File: src/rtl/vga_tile_plot_arbiter.sv
// Round-robin arbiter that shares one VGA plot port between tile requesters
// and a full-screen clear, emitting each TILE x TILE block one pixel per cycle.
`timescale 1ns/1ps

module vga_tile_plot_arbiter #(
    parameter int N_REQ = 3,
    parameter int TILE  = 3,
    parameter int X_MAX = 160,
    parameter int Y_MAX = 120
) (
    input  logic                 clk,
    input  logic                 rst,
    input  logic [N_REQ-1:0]     req,
    input  logic [8*N_REQ-1:0]   req_x,
    input  logic [7*N_REQ-1:0]   req_y,
    input  logic [3*N_REQ-1:0]   req_colour,
    input  logic                 clear_req,
    output logic [N_REQ-1:0]     gnt,
    output logic [N_REQ-1:0]     done,
    output logic                 clear_done,
    output logic                 busy,
    output logic [7:0]           vga_x,
    output logic [6:0]           vga_y,
    output logic [2:0]           vga_colour,
    output logic                 vga_plot,
    output logic [2:0]           dbg_state
);

    localparam int IW = (N_REQ > 1) ? $clog2(N_REQ) : 1;

    localparam logic [7:0] TILE_LAST_C = 8'(TILE - 1);
    localparam logic [6:0] TILE_LAST_R = 7'(TILE - 1);
    localparam logic [7:0] X_LAST      = 8'(X_MAX - 1);
    localparam logic [6:0] Y_LAST      = 7'(Y_MAX - 1);

    typedef enum logic [2:0] {
        S_IDLE     = 3'd0,
        S_DRAW     = 3'd1,
        S_DONE     = 3'd2,
        S_CLEAR    = 3'd3,
        S_CLR_DONE = 3'd4
    } state_t;

    state_t          r_state;
    logic [IW-1:0]   r_owner;
    logic [IW-1:0]   r_last;
    logic [7:0]      r_col;
    logic [6:0]      r_row;
    logic [7:0]      r_base_x;
    logic [6:0]      r_base_y;
    logic [2:0]      r_colour;

    logic            w_any;
    logic [IW-1:0]   w_win;
    logic [IW-1:0]   w_cand;
    logic [7:0]      w_sel_x;
    logic [6:0]      w_sel_y;
    logic [2:0]      w_sel_colour;
    logic [8:0]      w_sum_x;
    logic [7:0]      w_sum_y;
    logic            w_in_screen;
    logic [N_REQ-1:0] w_owner_oh;

    // Search starts just after the last owner, so a requester that keeps
    // asserting req after its done drops to lowest priority.
    always_comb begin
        w_any  = 1'b0;
        w_win  = '0;
        w_cand = '0;
        for (int k = 1; k <= N_REQ; k++) begin
            w_cand = IW'((int'(r_last) + k) % N_REQ);
            if (!w_any && req[w_cand]) begin
                w_any = 1'b1;
                w_win = w_cand;
            end
        end
    end

    always_comb begin
        w_sel_x      = '0;
        w_sel_y      = '0;
        w_sel_colour = '0;
        for (int i = 0; i < N_REQ; i++) begin
            if (w_win == IW'(i)) begin
                w_sel_x      = req_x[8*i +: 8];
                w_sel_y      = req_y[7*i +: 7];
                w_sel_colour = req_colour[3*i +: 3];
            end
        end
    end

    always_comb begin
        w_owner_oh = '0;
        for (int i = 0; i < N_REQ; i++) begin
            w_owner_oh[i] = (r_owner == IW'(i));
        end
    end

    // Widened sums detect pixels that fall off the right or bottom edge.
    assign w_sum_x     = {1'b0, r_base_x} + {1'b0, r_col};
    assign w_sum_y     = {1'b0, r_base_y} + {1'b0, r_row};
    assign w_in_screen = (w_sum_x < 9'(X_MAX)) && (w_sum_y < 8'(Y_MAX));

    always_ff @(posedge clk or negedge rst) begin
        if (!rst) begin
            r_state  <= S_IDLE;
            r_owner  <= '0;
            r_last   <= IW'(N_REQ - 1);
            r_col    <= '0;
            r_row    <= '0;
            r_base_x <= '0;
            r_base_y <= '0;
            r_colour <= '0;
        end else begin
            case (r_state)
                S_IDLE: begin
                    if (clear_req) begin
                        r_col   <= '0;
                        r_row   <= '0;
                        r_state <= S_CLEAR;
                    end else if (w_any) begin
                        r_owner  <= w_win;
                        r_base_x <= w_sel_x;
                        r_base_y <= w_sel_y;
                        r_colour <= w_sel_colour;
                        r_col    <= '0;
                        r_row    <= '0;
                        r_state  <= S_DRAW;
                    end
                end
                S_DRAW: begin
                    if (r_col == TILE_LAST_C) begin
                        r_col <= '0;
                        if (r_row == TILE_LAST_R) begin
                            r_row   <= '0;
                            r_state <= S_DONE;
                        end else begin
                            r_row <= r_row + 7'd1;
                        end
                    end else begin
                        r_col <= r_col + 8'd1;
                    end
                end
                S_DONE: begin
                    r_last  <= r_owner;
                    r_state <= S_IDLE;
                end
                S_CLEAR: begin
                    if (r_col == X_LAST) begin
                        r_col <= '0;
                        if (r_row == Y_LAST) begin
                            r_row   <= '0;
                            r_state <= S_CLR_DONE;
                        end else begin
                            r_row <= r_row + 7'd1;
                        end
                    end else begin
                        r_col <= r_col + 8'd1;
                    end
                end
                S_CLR_DONE: r_state <= S_IDLE;
                default:    r_state <= S_IDLE;
            endcase
        end
    end

    // Outputs depend only on registered state, counters and latches.
    always_comb begin
        gnt        = '0;
        done       = '0;
        clear_done = 1'b0;
        busy       = 1'b0;
        vga_x      = '0;
        vga_y      = '0;
        vga_colour = '0;
        vga_plot   = 1'b0;
        case (r_state)
            S_DRAW: begin
                gnt        = w_owner_oh;
                busy       = 1'b1;
                vga_x      = w_sum_x[7:0];
                vga_y      = w_sum_y[6:0];
                vga_colour = r_colour;
                vga_plot   = w_in_screen;
            end
            S_DONE: begin
                gnt  = w_owner_oh;
                done = w_owner_oh;
                busy = 1'b1;
            end
            S_CLEAR: begin
                busy     = 1'b1;
                vga_x    = r_col;
                vga_y    = r_row;
                vga_plot = 1'b1;
            end
            S_CLR_DONE: begin
                busy       = 1'b1;
                clear_done = 1'b1;
            end
            default: begin
                busy = 1'b0;
            end
        endcase
    end

    assign dbg_state = r_state;

endmodule

File: config.mk
export PLATFORM = sky130hd
export DESIGN_NAME = vga_tile_plot_arbiter
export DESIGN_NICKNAME = d
export VERILOG_FILES = /design/src/rtl/vga_tile_plot_arbiter.sv
export SDC_FILE = /design/constraint.sdc
export NUM_CORES = 1
export LEC_CHECK = 0
export BUFFER_PORTS_ARGS = -buffer_cell sky130_fd_sc_hd__clkbuf_2
export CORE_ASPECT_RATIO = 1.2
export CORE_MARGIN = 2
export CORE_UTILIZATION = 58
export CTS_BUF_LIST = sky130_fd_sc_hd__clkbuf_16
export DETAILED_ROUTE_END_ITERATION = 10
export GPL_TIMING_DRIVEN = 0
export PLACE_DENSITY = 0.86
export SLEW_MARGIN = 15
export SYNTH_ARGS = -nofsm -noshare
export SYNTH_HDL_FRONTEND = slang
export SYNTH_SLANG_ARGS = --single-unit
File: constraint.sdc
create_clock -name clk -period 6.2 [get_ports clk]
set_input_delay 0.93 -clock clk [delete_from_list [all_inputs] [get_ports clk]]
set_output_delay 0.93 -clock clk [all_outputs]
set_load 0.03 [all_outputs]
After elaboration in Yosys (flattened, before gate mapping)
Index checks and enable logic that the tools add are counted.
{"block": "op_classes", "n_lt_le_gt_ge": 5, "n_shift": 0, "n_mux": 48, "reduce_logical": 15, "n_eq_ne": 17, "addsub": 7, "multipliers": 0, "div": 3, "bitwise": 1}
{"operator": "remainder unit 32 x 3 -> 32 bit, second input constant", "n": 3}
{"operator": "two-way mux 7 bit", "n": 9}
{"operator": "two-way mux 8 bit", "n": 7}
{"operator": "two-way mux 3 bit", "n": 12}
{"operator": "case mux 8 bit (3 select lines)", "n": 1}
{"operator": "case mux 7 bit (3 select lines)", "n": 1}
{"operator": "case mux 8 bit (2 select lines)", "n": 1}
{"operator": "case mux 7 bit (2 select lines)", "n": 1}
{"operator": "adder 8 x 8 -> 9 bit", "n": 1}
{"operator": "< comparator 2 x 3 -> 1 bit, second input constant", "n": 3}
{"operator": "< comparator 9 x 8 -> 1 bit, second input constant", "n": 1}
{"operator": "case mux 3 bit (3 select lines)", "n": 1}
{"operator": "adder 7 x 7 -> 8 bit", "n": 1}
{"operator": "adder 8 x 1 -> 8 bit, second input constant", "n": 1}
{"operator": "equality test 8 x 2 -> 1 bit, second input constant", "n": 1}
{"operator": "equality test 8 bit, second input constant", "n": 1}
{"operator": "< comparator 8 x 7 -> 1 bit, second input constant", "n": 1}
{"operator": "two-way mux 1 bit", "n": 8}
{"operator": "!= test 2 bit, second input constant", "n": 4}
{"operator": "adder 7 x 1 -> 7 bit, second input constant", "n": 1}
{"operator": "equality test 7 x 2 -> 1 bit, second input constant", "n": 1}
{"operator": "equality test 7 bit, second input constant", "n": 1}
{"operator": "adder 2 x 2 -> 3 bit, second input constant", "n": 2}
{"operator": "binary-select mux 1 bit (select 2 bit)", "n": 3}
{"operator": "21 further kinds", "n": 30}
{"block": "totals", "ff_bits": 40, "elab_cells": 104, "output_inout_bits": 30, "inputBits": 60, "n_memories": 0, "latch_bits": 0, "mem_bits_rw": 0, "mem_bits_ro": 0}

Depth between registers and ports, before layout
Gate-level depths: netlist of run 1.
{"block": "depth", "word_depth": 15, "ltp_mapped": 9, "depth_no_buf": 7}

Worst setup path before layout of run 1
Ideal clock, no wire load.
{"block": "synth_path", "kind": "flip-flop to output port", "from": "register r_row[0]", "to": "output vga_plot", "slack_ns": 2.409, "required_ns": 5.270, "n_path_buf": 0, "t_arrival_ns": 2.861, "path_stages_with_launch": 8, "path_cell_list": "dfrtp_1 -> ha_1 -> fa_1 -> a211oi_1 -> nor4b_1 -> nand4b_1 -> and4b_1 -> nor4_1"}
{"block": "synth_via", "elab_chain_cells": 4}
{"item": "start, declared", "line_no": "48", "source": "logic [6:0] r_row;"}
{"item": "start signal, assigned", "line_no": "138", "source": "r_row <= r_row + 7'd1;"}
{"item": "start signal, assigned", "line_no": "155", "source": "r_row <= r_row + 7'd1;"}
{"item": "adder 7 x 7 -> 8 bit", "line_no": "101", "source": "assign w_sum_y = {1'b0, r_base_y} + {1'b0, r_row};"}
{"item": "< comparator 8 x 7 -> 1 bit", "line_no": "102", "source": "assign w_in_screen = (w_sum_x < 9'(X_MAX)) && (w_sum_y < 8'(Y_MAX));"}
{"item": "logical AND 1 bit", "line_no": "102"}
{"item": "case mux 1 bit (2 select lines)", "line_no": "177", "source": "case (r_state)"}
{"item": "end, declared", "line_no": "25", "source": "output logic vga_plot,"}
Every way passes these cells.

Worst setup path in the final report of run 1
{"block": "layout_path", "from": "register r_col[0]", "to": "output vga_plot"}
{"block": "layout_via", "elab_chain_cells": 4}
{"item": "start, declared", "line_no": "47", "source": "logic [7:0] r_col;"}
{"item": "start signal, assigned", "line_no": "141", "source": "r_col <= r_col + 8'd1;"}
{"item": "start signal, assigned", "line_no": "158", "source": "r_col <= r_col + 8'd1;"}
{"item": "adder 8 x 8 -> 9 bit", "line_no": "100", "source": "assign w_sum_x = {1'b0, r_base_x} + {1'b0, r_col};"}
{"item": "< comparator 9 x 8 -> 1 bit", "line_no": "102"}
{"item": "logical AND 1 bit", "line_no": "102"}
{"item": "case mux 1 bit (2 select lines)", "line_no": "177"}
Every way passes these cells.

==> summary.md, run 1 <==
| Metric | Value |
|---|---|
| Outcome | `finished clean` |
| R2R Setup Slk | `3.33 ns` |
| Syn Nets | `just over 500` |
| Synth Area in Compound Gates | `34.0%` |
| CP most frequent cell | `a211oi_1` |
| Die area | `approximately 0.0067 mm^2` |
| Sequential Power Share | `~45%` |
| Worst path top cell family by delay | `compound AO/OA/AOI/OAI gates` |
| Share of cells above drive strength 1 | `19.9%` |
| Placer's final routability congestion estimate | `0.885` |
| Final cell count without fillers | `600` |
| Antenna Violating Nets Remaining | `0` |
| Max stage delay on crit path | `~0.48 ns` |
| Final hold vios | `0` |
| Crit path capture type | `output port` |
| Die W | `75.0 um` |
| GRT overflow | `0` |
| CP max-delay cell | `dfrtp_1` |
| Largest net degree at the start of global routing | `41` |
| First-pass GRT wire length | `about 17000 um` |
| Initial antenna violation count | `0` |
| WP data arrival | `a little over 3 ns` |
| Endpoint, Worst Hold | `r_colour[0]$_DFFE_PN0P_` |
| Setup CP Type | `reg -> out` |
| CP cell instances | `ha_1 > fa_1 > a211oi_1 > nor2_1 > a211oi_1 > a221oi_1 > nor4_1 > clkbuf_2` |
| Post-CTS sizing | `0` |
| XOR/XNOR Fraction of Synth Area | `between 1 and 1.5%` |
| Period minus WS final | `just under 4 ns` |
| Final WL | `10700 um` |
| Reg-to-Reg Start | `r_last[0]$_DFFE_PN0P_` |
| # IOs | `90` |
| Tcrit/Tclk final | `63.9%` |
| Max_cap viols | `0` |
| Mean number of vias per cell | `~6.4` |
| Sw Share | `25.7%` |
| Clock skew | `0.00466 ns` |
| Least-Margin Pin Slew | `1.05 ns` |
| Max-slew headroom | `between 20% and 30%` |
| Async set-reset flop share out of synthesis | `100%` |
| Min-Delay Path Class | `reg -> reg` |
| Buf/Inv on CP | `1` |
| Vias in the first global route | `roughly 3700` |
| Avg Cell Area, Syn | `8.34 um^2` |
| Worst-Skew Late Latency | `0.28 ns` |
| Synth Register Bits | `40` |
| FP Rows | `31` |
| Highest Clock Rate | `roughly 250 MHz` |
| Largest family of logic cells by synthesized area | `compound AO/OA/AOI/OAI gates` |
| DP Wirelength | `8130 um` |
| Die outline height | `89.2 um` |
| GRT Overall Usage | `33.5%` |
| Hold Crit Start | `r_colour[0]$_DFFE_PN0P_` |
| Commonest register cell after synthesis | `dfrtp_1` |
| Cells on worst reg2reg path | `8` |
| Cell Int Power | `approximately 0.00045 W` |
| Unrepaired setup endpoints after global routing | `no` |
| Worst-path maximum fanout | `7` |
| # nets final | `600` |
| # hold bufs at CTS | `0` |
| Adder-cell share of the synthesized area | `9.23%` |
| Yosys warns | `0` |
| Startpoint type of the worst setup path | `register` |
| Total vias in the final route | `approximately 3800` |
| CTS clock-pin slew for the worst setup and hold paths | `0.06 ns` |
| Simple-Gate Fraction of Synth Area | `16.6%` |
| Worst path required time | `5.27 ns` |
| Seq/Total Area, Yosys | `about 29%` |
| I/O Buffers | `89` |
| Leakage Power | `2.10 nW` |
| Initial Util | `59.2%` |
| ANT cells | `0` |
| WHS Path Cells | `1` |
| Wire per inst | `between 15 and 20 um` |
| Cell Area, Synth | `0.00351 mm^2` |
| Post-synth cell types | `63` |
| Num CTS Buffers | `5` |
| DRC | `0` |
| CTS tree | `done` |
| DP Cell Count | `slightly below 600` |
| Max IR drop VDD | `between 0.1 and 0.15 mV` |
| Post CTS Setup Buffer Count | `0` |
| Comb power frac | `14.3%` |
| Final Max Tran Viols | `0` |
| H-Tree Level Count | `2` |
| Clock sink count | `40` |
| Share of total power in the clock network | `41.1%` |
| Clk root buf | `clkbuf_16` |
| Initial DRC Count | `294` |
| Final setup viols | `0` |
| EDFF count, synth | `0` |
| Mapped Cells | `421` |
| Setup TNS | `0 ns` |
| Area Overhead vs Synth | `19.5%` |
| Mux cell area share after synthesis | `under 10%` |
| RR Endpoint | `r_base_x[0]$_DFFE_PN0P_` |
| Switching Power | `0.000156 W` |
| Pre-antenna DRT Iters | `5` |
| Max Root-Sink Buffers | `2` |
| Critical Path Stages | `8` |
| Pwr per Cell Area | `145 mW/mm^2` |
| CORE AREA | `0.00593 mm^2` |
[state kept, by name, indices dropped and copies added (netlist names)]
register	cells
dbg_state	3
r_base_x	8
r_base_y	7
r_col	8
r_colour	3
r_last	2
r_owner	2
r_row	7
[area by class of cell]
| class | count | area [um^2] |
|---|---|---|
| Buffer | 24 | 93.8 |
| Clock buffer | 5 | 125 |
| Clock inverter | 3 | 12.5 |
| Fill cell | 480 | 1740 |
| Inverter | 42 | 158 |
| Multi-Input combinational cell | 315 | 2260 |
| Sequential cell | 40 | 1000 |
| Tap cell | 82 | 103 |
| Timing Repair Buffer | 89 | 445 |
[power groups by stage]
stage	clock network [W]	logic [W]	registers, W
4_1_cts	0.000249	0.0000855	0.000271
2_1_floorplan	0	0.0000480	0.000273
5_1_grt	0.000260	0.0000949	0.000271
6_report	0.000250	0.0000865	0.000271
3_5_place_dp	0	0.0000845	0.000276
3_3_place_gp	0	0.0000806	0.000275
[cell usage after synthesis (2+ instances only)]
master | number | area share (%)
inv_1 | 42 | 4.5
dfrtp_1 | 39 | 28
o211ai_1 | 39 | 8.3
nor2_1 | 32 | 3.4
nand2_1 | 23 | 2.5
a21oi_1 | 21 | 3.0
ha_1 | 21 | 7.5
o21a_1 | 21 | 4.5
clkbuf_1 | 20 | 2.1
a22o_1 | 17 | 4.2
nand3_1 | 11 | 1.6
o21ai_0 | 10 | 1.4
a211oi_1 | 8 | 1.7
and3_1 | 8 | 1.4
mux2i_1 | 7 | 2.0
nand2b_1 | 7 | 1.2
o22ai_1 | 6 | 1.1
and2_1 | 5 | 0.89
or3_1 | 5 | 0.89
a21o_1 | 4 | 0.86
a221oi_1 | 4 | 1.0
a31oi_1 | 4 | 0.71
nor3_1 | 4 | 0.57
nor4_1 | 4 | 0.71
xor2_1 | 4 | 1.0
buf_2 | 3 | 0.43
nor2b_1 | 3 | 0.53
a2111o_1 | 2 | 0.64
a211o_1 | 2 | 0.50
a311oi_1 | 2 | 0.50
and4_1 | 2 | 0.50
fa_1 | 2 | 1.1
mux2_2 | 2 | 0.64
nand4_1 | 2 | 0.36
nand4b_1 | 2 | 0.50
o2111ai_1 | 2 | 0.50
o2bb2ai_1 | 2 | 0.50
o32a_1 | 2 | 0.57
o32ai_1 | 2 | 0.50
xnor2_1 | 2 | 0.50
[worst max-delay path by stage]
stage / startpoint / endpoint
finish: r_col[0]$_DFFE_PN0P_ / vga_plot
detailed placement: r_row[0]$_DFFE_PN0P_ / vga_plot
CTS: r_col[0]$_DFFE_PN0P_ / vga_plot
global route: r_col[0]$_DFFE_PN0P_ / vga_plot
global placement: r_col[0]$_DFFE_PN0P_ / vga_plot
floorplan: r_row[0]$_DFFE_PN0P_ / vga_plot
[metrics by stage]
step	hold slack [ns]	setup WS, ns	util [%]	area, um^2	power (W)
after floorplan	0.465	2.41	-	3510	0.000321
after global placement	0.480	2.64	68.4	4060	0.000356
after detailed placement	0.495	2.70	68.4	4060	0.000360
after CTS	0.513	2.31	70.7	4200	0.000605
after global routing	0.528	2.05	70.7	4200	0.000627
final	0.514	2.24	70.7	4200	0.000607
[routing by layer]
layer	vias to the layer above	GRT usage (%)	part of all wire, %
met4	0	14.4	3.2
met2	218	60.0	51
met5	-	0	0
li1	1778	-	-
met3	43	5.41	6.9
met1	1799	38.9	39
[cells by family after synthesis]
group	count (synthesis)
AOI/OAI and AO/OA	160
and+or+nand+nor	114
buffers and inverters	66
DFF	40
adders and majority gates	25
muxes	10
xor gates and xnor gates	6
[layout by cell type, fill, tap and decap left out, drive strengths merged, types with 3 or more instances in the layout]
cell	instances
a31oi	4
nor2b	3
o21ai	10
a21o	4
o21a	21
mux2i	7
a211oi	9
a22o	17
xor2	4
and3	8
o211ai	39
mux2	3
nand3	11
or3	5
nor3	4
nor2	32
inv	44
nand2b	7
ha	21
dfrtp	39
nand2	23
and2	5
nor4	4
a221oi	4
clkbuf	114
a21oi	21
o22ai	6
buf	4
No activity file was read; power rests on OpenSTA's default activity.
==> inputs of run 2 (changes only) <==
--- a/config.mk
+++ b/config.mk
@@ -8,11 +8,11 @@
 export BUFFER_PORTS_ARGS = -buffer_cell sky130_fd_sc_hd__clkbuf_2
 export CORE_ASPECT_RATIO = 1.2
 export CORE_MARGIN = 2
-export CORE_UTILIZATION = 58
+export CORE_UTILIZATION = 54
 export CTS_BUF_LIST = sky130_fd_sc_hd__clkbuf_16
 export DETAILED_ROUTE_END_ITERATION = 10
 export GPL_TIMING_DRIVEN = 0
-export PLACE_DENSITY = 0.86
+export PLACE_DENSITY = 0.81
 export SLEW_MARGIN = 15
 export SYNTH_ARGS = -nofsm -noshare
 export SYNTH_HDL_FRONTEND = slang
==> constraint.sdc (replaced) <==
create_clock -name clk -period 3.9 [get_ports clk]
set_input_delay 0.585 -clock clk [delete_from_list [all_inputs] [get_ports clk]]
set_output_delay 0.585 -clock clk [all_outputs]
set_load 0.03 [all_outputs]
==> summary.md, run 2 (synthesis results as in run 1) <==
| Metric | Value |
|---|---|
| Antenna Violating Nets Remaining | `0 (unchanged)` |
| Setup TNS | `0 ns (unchanged)` |
| Max stage delay on crit path | `0.47 ns (about the same)` |
| Most frequent cells in the layout | `clkbuf_2 (89), inv_1 (42), o211ai_1 (39), dfrtp_1 (39), nor2_1 (32)` |
| Buf/Inv on CP | `1 (unchanged)` |
| # IOs | `90 (unchanged)` |
| Clock sink count | `40 (unchanged)` |
| CP cell instances | `ha_1 > fa_1 > a211oi_1 > nor2_1 > a211oi_1 > a221oi_1 > nor4_1 > clkbuf_2` |
| Highest Clock Rate | `272 MHz` |
| DP Wirelength | `7740 um (-4.8%)` |
| Crit path capture type | `output port` |
| Share of cells above drive strength 1 | `19.9% (unchanged)` |
| Worst-Skew Late Latency | `0.29 ns (about the same)` |
| Post-CTS sizing | `0 (unchanged)` |
| Worst-path maximum fanout | `7 (unchanged)` |
| Area Overhead vs Synth | `20.3%` |
| ANT cells | `0 (unchanged)` |
| Initial DRC Count | `217 (-26%)` |
| FP Rows | `32 (+3.2%)` |
| Final hold vios | `0 (unchanged)` |
| Total vias in the final route | `3753 (-2.2%)` |
| Leading registers by flop count | `r_base_x (8), r_col (8)` |
| CTS clock-pin slew for the worst setup and hold paths | `0.06 ns (about the same)` |
| Final setup viols | `0 (unchanged)` |
| DRC | `0 (unchanged)` |
| I/O Buffers | `89 (unchanged)` |
| Most common cell after layout, fill and taps aside | `clkbuf_2` |
| CP max-delay cell | `dfrtp_1` |
| CORE AREA | `0.00637 mm^2 (+7.3%)` |
| Fill count | `553 (+15%)` |
| Max Root-Sink Buffers | `2 (unchanged)` |
| # nets final | `600 (unchanged)` |
| GRT Overall Usage | `28.5% (-5.0 points)` |
| Final Max Tran Viols | `0 (unchanged)` |
| Worst path required time | `3.31 ns (-1.96 ns)` |
| First-pass GRT wire length | `16400 um (-5.4%)` |
| Unrepaired setup endpoints after global routing | `no` |
| Pre-antenna DRT Iters | `5 (unchanged)` |
| Worst path top cell family by delay | `compound AO/OA/AOI/OAI gates` |
| Clk root buf | `clkbuf_16` |
| H-Tree Level Count | `2 (unchanged)` |
| Vias in the first global route | `3503 (-6.2%)` |
| PnR worst setup slack | `0.226 ns (-2.01 ns)` |
| Placer's final routability congestion estimate | `0.880 (-0.59%)` |
| # hold bufs at CTS | `0 (unchanged)` |
| GRT overflow | `0 (unchanged)` |
| Least-Margin Pin Slew | `1.02 ns (-0.0301 ns)` |
| Die outline height | `92.3 um (+3.5%)` |
| Largest net degree at the start of global routing | `41 (unchanged)` |
| Max-slew headroom | `31.8% (+2.0 points)` |
| Initial antenna violation count | `0 (unchanged)` |
| Wire per inst | `16.5 um (-7.4%)` |
| Max IR drop VDD | `0.215 mV (+51%)` |
| Cells on worst reg2reg path | `8 (unchanged)` |
| Initial Util | `55.1% (-4.0 points)` |
| Critical Path Stages | `8 (unchanged)` |
| Mean number of vias per cell | `6.22 (-2.7%)` |
| Max_cap viols | `0 (unchanged)` |
| Pwr per Cell Area | `244 mW/mm^2 (+68%)` |
| Leakage Power | `2.10 nW (+0.13%)` |
| Die W | `77.6 um (+3.4%)` |
| Post CTS Setup Buffer Count | `0 (unchanged)` |
| Tcrit/Tclk final | `94.2%` |
| Period minus WS final | `3.67 ns` |
| Worst slack, placed | `0.621 ns (-2.08 ns)` |
| Die area | `0.00717 mm^2 (+7.0%)` |
| Final WL | `9980 um (-7.0%)` |
| Clock skew | `0.00610 ns (+0.00144 ns)` |
| Min-Delay Path Class | `in -> async` |
| CP most frequent cell | `a211oi_1` |
| Outcome | `finished clean` |
| CTS tree | `done` |
| Setup CP Type | `reg -> out` |
| Num CTS Buffers | `5 (unchanged)` |
| Startpoint type of the worst setup path | `register` |
| WP data arrival | `3.09 ns (+0.06 ns)` |
==> run 2: cell type report <==
type	instances	area (um^2)	share of cell area, %
well taps	85	106	2.52
inverters	42	158	3.73
plain buffers	24	93.8	2.22
clock buffers	5	125	2.96
multi-input cells	315	2260	53.4
clock inverters	3	37.5	0.888
flip-flops and latches	40	1000	23.7
repair buffers	89	445	10.5
==> run 2: worst paths after layout <==
path                                      endpoint  slack, ns               startpoint
setup / recovery                          vga_plot       0.23     r_col[0]$_DFFE_PN0P_
hold / removal             r_base_y[3]$_DFFE_PN0P_       0.46                      rst
setup reg to reg           r_base_y[3]$_DFFE_PN0P_       1.13    r_last[0]$_DFFE_PN0P_
hold reg to reg            r_colour[0]$_DFFE_PN0P_       0.51  r_colour[0]$_DFFE_PN0P_
max in group asynchronous     r_row[0]$_DFFE_PN0P_       2.80                      rst
min in group clk           r_colour[0]$_DFFE_PN0P_       0.51  r_colour[0]$_DFFE_PN0P_
==> run 2: power by group <==
part	switching [W]	total (W)	internal [W]	leakage [nW]
clock	0.000168	0.000466	0.000298	0.0789
combinational	0.0000713	0.000133	0.0000620	1.53
sequential	0.00000756	0.000431	0.000423	0.492
==> run 2: per-layer routing <==
| layer | GRT usage, % | wire (um) | share of wire, % | up-vias |
|---|---|---|---|---|
| met4 | 11.0 | 294 | 2.9 | 0 |
| met2 | 49.1 | 4880 | 49 | 160 |
| met1 | 35.4 | 4210 | 42 | 1783 |
| met3 | 4.58 | 590 | 5.9 | 29 |
| li1 | - | - | - | 1781 |
| met5 | 0 | 0 | 0 | - |
==> run 2: per-stage QoR <==
stage	cell area [um^2]	hold slack (ns)	power, W	std cells	util (%)
finish	4230	0.459	0.00103	603	66.4
CTS	4230	0.504	0.00103	603	66.4
global placement	4060	0.481	0.000566	595	63.8
floorplan	3510	0.289	0.000511	421	-
detailed placement	4060	0.491	0.000571	595	63.8
global route	4230	0.514	0.00106	603	66.4
